`src/rtl/request_arbiter.sv`:
```
// Round-robin arbiter feeding the request mux with a valid/ready handshake toward the consumer.
// Define REQUEST_ARBITER_CNT_EN to build the saturating accepted-grant counter on grant_count.
module request_arbiter #(
    parameter int REQ_NUMBER = 16,
    parameter int CNT_WIDTH  = 16
) (
    input  logic                          clk,
    input  logic                          rst_n,
    input  logic [REQ_NUMBER-1:0]         req_valid,
    output logic [REQ_NUMBER-1:0]         req_ack,
    output logic [$clog2(REQ_NUMBER)-1:0] select,
    output logic                          out_valid,
    input  logic                          out_ready,
    output logic [CNT_WIDTH-1:0]          grant_count
);

    localparam int SEL_W = $clog2(REQ_NUMBER);

    typedef enum logic {
        IDLE  = 1'b0,
        GRANT = 1'b1
    } state_t;

    state_t                  state;
    state_t                  state_next;
    logic [SEL_W-1:0]        ptr;
    logic [SEL_W-1:0]        ptr_next;
    logic [SEL_W-1:0]        select_next;
    logic [REQ_NUMBER-1:0]   ack_next;
    logic [REQ_NUMBER-1:0]   sel_onehot;
    logic [SEL_W-1:0]        search_ptr;
    logic [REQ_NUMBER-1:0]   search_mask;
    logic                    arb_found;
    logic [SEL_W-1:0]        arb_idx;
    logic                    handshake;

    assign handshake  = (state == GRANT) && out_ready;
    assign sel_onehot = REQ_NUMBER'(1) << select;

    // While granted, the next winner is searched from the current select with its own bit masked.
    assign search_ptr  = (state == GRANT) ? select : ptr;
    assign search_mask = (state == GRANT) ? (req_valid & ~sel_onehot) : req_valid;

    always_comb begin
        int cand;
        arb_found = 1'b0;
        arb_idx   = '0;
        cand      = 0;
        for (int i = 1; i <= REQ_NUMBER; i++) begin
            cand = int'(search_ptr) + i;
            if (cand >= REQ_NUMBER) begin
                cand = cand - REQ_NUMBER;
            end
            if (!arb_found && search_mask[cand]) begin
                arb_found = 1'b1;
                arb_idx   = SEL_W'(cand);
            end
        end
    end

    always_ff @(posedge clk or negedge rst_n) begin
        if (!rst_n) begin
            state <= IDLE;
        end else begin
            state <= state_next;
        end
    end

    always_comb begin
        state_next = state;
        case (state)
            IDLE:    if (arb_found) state_next = GRANT;
            GRANT:   if (out_ready && !arb_found) state_next = IDLE;
            default: state_next = IDLE;
        endcase
    end

    always_comb begin
        select_next = select;
        ptr_next    = ptr;
        ack_next    = '0;
        case (state)
            IDLE: begin
                if (arb_found) begin
                    select_next = arb_idx;
                end
            end
            GRANT: begin
                if (out_ready) begin
                    ptr_next = select;
                    ack_next = sel_onehot;
                    if (arb_found) begin
                        select_next = arb_idx;
                    end
                end
            end
            default: ;
        endcase
    end

    always_ff @(posedge clk or negedge rst_n) begin
        if (!rst_n) begin
            select    <= '0;
            out_valid <= 1'b0;
            req_ack   <= '0;
            ptr       <= SEL_W'(REQ_NUMBER - 1);
        end else begin
            select    <= select_next;
            out_valid <= (state_next == GRANT);
            req_ack   <= ack_next;
            ptr       <= ptr_next;
        end
    end

`ifdef REQUEST_ARBITER_CNT_EN
    logic [CNT_WIDTH-1:0] count_q;

    // Saturates rather than wraps so a stuck-high count is distinguishable from a reset one.
    always_ff @(posedge clk or negedge rst_n) begin
        if (!rst_n) begin
            count_q <= '0;
        end else if (handshake && (count_q != {CNT_WIDTH{1'b1}})) begin
            count_q <= count_q + 1'b1;
        end
    end

    assign grant_count = count_q;
`else
    assign grant_count = '0;
`endif

endmodule

```
`config.mk`:
```
export PLATFORM = sky130hd
export DESIGN_NAME = request_arbiter
export DESIGN_NICKNAME = d
export VERILOG_FILES = /design/src/rtl/request_arbiter.sv
export SDC_FILE = /design/constraint.sdc
export NUM_CORES = 1
export LEC_CHECK = 0
export ABC_AREA = 1
export CAP_MARGIN = 20
export CORE_ASPECT_RATIO = 1.75
export CORE_MARGIN = 8
export CORE_UTILIZATION = 57
export DETAILED_ROUTE_END_ITERATION = 7
export DONT_BUFFER_PORTS = 1
export PLACE_DENSITY_LB_ADDON = 0.2
export SYNTH_ARGS = -nofsm -noshare
export SYNTH_HDL_FRONTEND = slang
export SYNTH_SLANG_ARGS = --single-unit
```
`constraint.sdc`:
```
create_clock -name clk -period 3.35 [get_ports clk]
set_input_delay 0.335 -clock clk [delete_from_list [all_inputs] [get_ports clk]]
set_output_delay 0.335 -clock clk [all_outputs]
set_load 0.005 [all_outputs]
```
# == Word-level counts from Yosys, hierarchy flattened ==
# Index checks and enable logic that the tools add are counted.
# word_totals
ff_bits,25
in_bits,19
out_inout_bits,37
elab_cells,212
# classes
n_addsub,32
magnitude_cmp,32
eq_ne,1
n_shift,1
muxes,106
bitwise,3
n_reduce_logical,33
# ops
operator,n
$lt 32x6->1 const B,16
$mux 32,16
$sub 5x5->6 const B,15
$mux 4,19
$ge 5x5->1 const B,15
$bmux 1 s4,16
$mux 1,50
$mux 16,3
$add 4x4->5 const B,8
$add 4x3->5 const B,4
$and 16x16->16,1
$logic_and 1x1->1,16
$logic_not 1->1,16
$not 16->16,1
$shl 1x4->16 const A,1
$add 4x2->5 const B,2
$pmux 4 s2,1
$sub 6x5->7 const B,1
$add 4x5->6 const B,1
$ge 6x5->1 const B,1
$add 4x1->5 const B,1
$ne 2x1->1 const B,1
$pmux 1 s2,1
$reduce_and 2->1,1
$not 1->1,1

# == Longest topological paths before layout ==
# depth
ltp_word,57
mapped_depth,28
ltp_nobuf,25

# == Worst setup path before layout ==
# OpenSTA, ideal clock, no wires.
# synth_path
path_type,register -> register
from,reg out_valid (netlist name)
to,reg select[1]
setup_ns,0.116
t_arrival_ns,3.356
required_time_ns,3.234
slack_ns,-0.123
stages_incl_launch_ff,25
path_buffers,4
period_less_slack_ns,3.473
cell_sequence,dfrtp_1 > buf_6 > o21ai_2 > buf_2 > ha_1 > clkbuf_1 > inv_1 > buf_2 > nand3_1 > nand3_1 > nand3_1 > nand2_2 > nand3_2 > nor2_4 > nand4_2 > nor2_4 > nand4_4 > nor2_4 > nand3_1 > nor2_2 > nand2_1 > nor2_1 > nor2_1 > nand2_1 > nand2_1
# synth_lines
item,line_no,source
to (signal assigned),108,select <= select_next;
to (decl),11,"output logic [$clog2(REQ_NUMBER)-1:0] select,"

==> run metrics <==
outcome=completed; ant diodes=0; Setup crit start kind=register; H-tree depth=1; Area Growth Syn to Fin=23.8%; synth top area cells=nand3_1, dfrtp_1, nand2_1; #FFs+latches synth=25; number of global-route vias before repair=3277; row count=35; Post-Route WL=10.4 mm; crit path time final=3220 ps; Worst Path Max Fanout=10; CP max stage cell=dfrtp_1; Chip Height=113 um; CTS tree=yes; Initial Util=58.7%; Skew-Pair Late Insertion Delay=270 ps; RePlAce Congestion=1.01; largest stage delay on the critical path=410 ps; mean post-synth cell area=6.32 sq um; Slew HR=55.3%; hold slack=270 ps; fin util=72.7%; RSZ-0062 raised after global routing=true; hold violation count in the final report=0; core area=5210 sq um; Hold Path Class=in -> reg; nets=556; final period utilization=96.2%; YS warnings=0; ANT nets after route=0; input/output buffers=0; area share of the largest cell type after synthesis=25.2%; initial antenna violation count=0; Ports=56; Residual DRC=0; clk root buf=clkbuf_8; fin. max-slew vios=0; Crit Path Category=reg -> reg; CP Buf/Inv Count=4; CTS buffer count=3; DR pass1 iterations=5; Die Wd=71.4 um; dpl hpwl=8.17 mm; GRT overflow=0; largest net degree at the start of global routing=26; synthesized area=3060 sq um; DR vias/cell=5.99; DR iter-0 viols=270; Distinct cells, synth=40; clk buf depth=2; Data required, critical path=3520 ps; GRT Overall Usage=23.7%; fmax=0.310 GHz; Seq/Total Area, Yosys=20.6%; first-pass GRT wire length=15.0 mm; post-route setup TNS=0 ps; fill count=440; clock skew=3.26 ps; CP top delay family=simple AND/OR/NAND/NOR gates; crit path DAT=3390 ps; post-synthesis cell count=484; die area=8060 sq um; CTS sink cnt=25; Worst path most repeated cell=nand2_1; share of cells above drive strength 1=28.0%; drt wl/cell=17.8 um; MaxCap Viol Count=0; crit end category=register; worst-margin pin slew=666 ps; R2R Setup Slk=130 ps; Reg clk slew, reported paths=80 ps; crit path cell chain=buf_12 -> nand2_2 -> o21ai_4 -> buf_4 -> ha_4 -> inv_4 -> nand3_1 -> nand3_1 -> nand2_1 -> inv_1 -> nand2_1 -> o21ai_2 -> nand4_4 -> nor2_4 -> nand4_4 -> nor2_4 -> nand3_2 -> nor2_2 -> nand2_1 -> nor2_1 -> nor2_1 -> nand2_1 -> nand2_1; via count=3498; # setup viols final=0; area leader, netlist=nand3_1
area by class of cell:
| class | instances | area [sq um] | area share [%] |
|---|---|---|---|
| sequential | 25 | 632 | 16.7 |
| inverter | 42 | 180 | 4.76 |
| timing repair buffer | 53 | 468 | 12.4 |
| tap | 55 | 68.8 | 1.82 |
| clock inverter | 1 | 5.00 | 0.132 |
| clock buffer | 3 | 41.3 | 1.09 |
| multi-input combinational | 405 | 2390 | 63.2 |
what timing repair did:
item	CTS	global route
endpoints found under the hold margin	25	0
buffers inserted	0	17
setup endpoints to repair	1	5
gates cloned	0	1
hold buffers	1	0
pin swaps	0	26
gates resized for setup	1	61
cells in the final DEF, fill, tap and decap left out, drive strengths merged, types with 4 or more instances in the layout:
master and count:
ha 7, inv 42, xor2 7, buf 52
o21ai 21, nand4 14, nand3 157, nor2 74
nand2 96, dfrtp 21, dfstp 4, conb 16
cell usage after synthesis, drive strengths merged:
| cell | number |
|---|---|
| nand3 | 157 |
| a21o | 1 |
| nand2 | 95 |
| ha | 7 |
| nor3 | 3 |
| nand4 | 14 |
| o21ai | 21 |
| nand3b | 3 |
| inv | 42 |
| clkbuf | 3 |
| o2111ai | 1 |
| dfstp | 4 |
| nor2 | 74 |
| conb | 1 |
| mux2 | 1 |
| xnor2 | 1 |
| dfrtp | 21 |
| a21oi | 3 |
| xor2 | 7 |
| buf | 25 |
routing by layer:
metal  vias to the layer above  global-route usage (%)  share of wire [%]
met3                        57                    2.92                5.6
met4                         0                    22.9                7.9
li1                       1689                       -                  -
met2                       181                    43.4                 53
met1                      1571                    21.3                 34
met5                         -                       0                  0
cell families (layout without fill, tap and decap cells):
group | after synthesis | after routing | synth area share, %
flip-flops | 25 | 25 | 20.6
buffers and inverters | 70 | 99 | 12.4
adder cells (fa/ha/maj) | 7 | 7 | 2.86
other | 1 | 16 | 0.123
multiplexers | 1 | 1 | 0.368
XOR/XNOR | 8 | 8 | 3.76
AND/OR/NAND/NOR | 346 | 347 | 54.4
AO/OA/AOI/OAI | 26 | 26 | 5.44
registers in the layout, summed over array words and instances (netlist names):
register   cells
req_ack       16
ptr            4
select         4
out_valid      1
final timing paths:
check                             end  cells after the start  startpoint
max in group asynchronous      ptr[3]                      2       rst_n
hold reg to reg                ptr[2]                      2      ptr[2]
hold / removal              out_valid                      3   out_ready
setup reg to reg            select[1]                     23   out_valid
setup / recovery            select[1]                     23   out_valid
min in group asynchronous  req_ack[1]                      1       rst_n
worst reg2reg max path, stage by stage (launching register included):
cell     delay (ps)
dfrtp_1         410
buf_12          150
nand2_2          80
o21ai_4          80
buf_4           150
ha_4            250
inv_4           120
nand3_1         160
nand3_1         130
nand2_1         100
inv_1           110
nand2_1          90
o21ai_2         140
nand4_4         140
nor2_4          130
nand4_4         100
nor2_4          210
nand3_2         100
nor2_2          150
nand2_1          80
nor2_1           90
nor2_1           40
nand2_1          60
nand2_1          40
through the flow:
step | instances | area, sq um | setup WS (ps)
2_1_floorplan | 499 | 3160 | 7.13
3_3_place_gp | 561 | 3290 | 111
3_5_place_dp | 561 | 3290 | 16.8
4_1_cts | 566 | 3360 | 16.8
5_1_grt | 584 | 3790 | -85.2
6_report | 584 | 3790 | 127
Power is left out: the tool's default activity adds up to more than one toggle a clock period on the data nets, which glitch-free logic cannot reach.
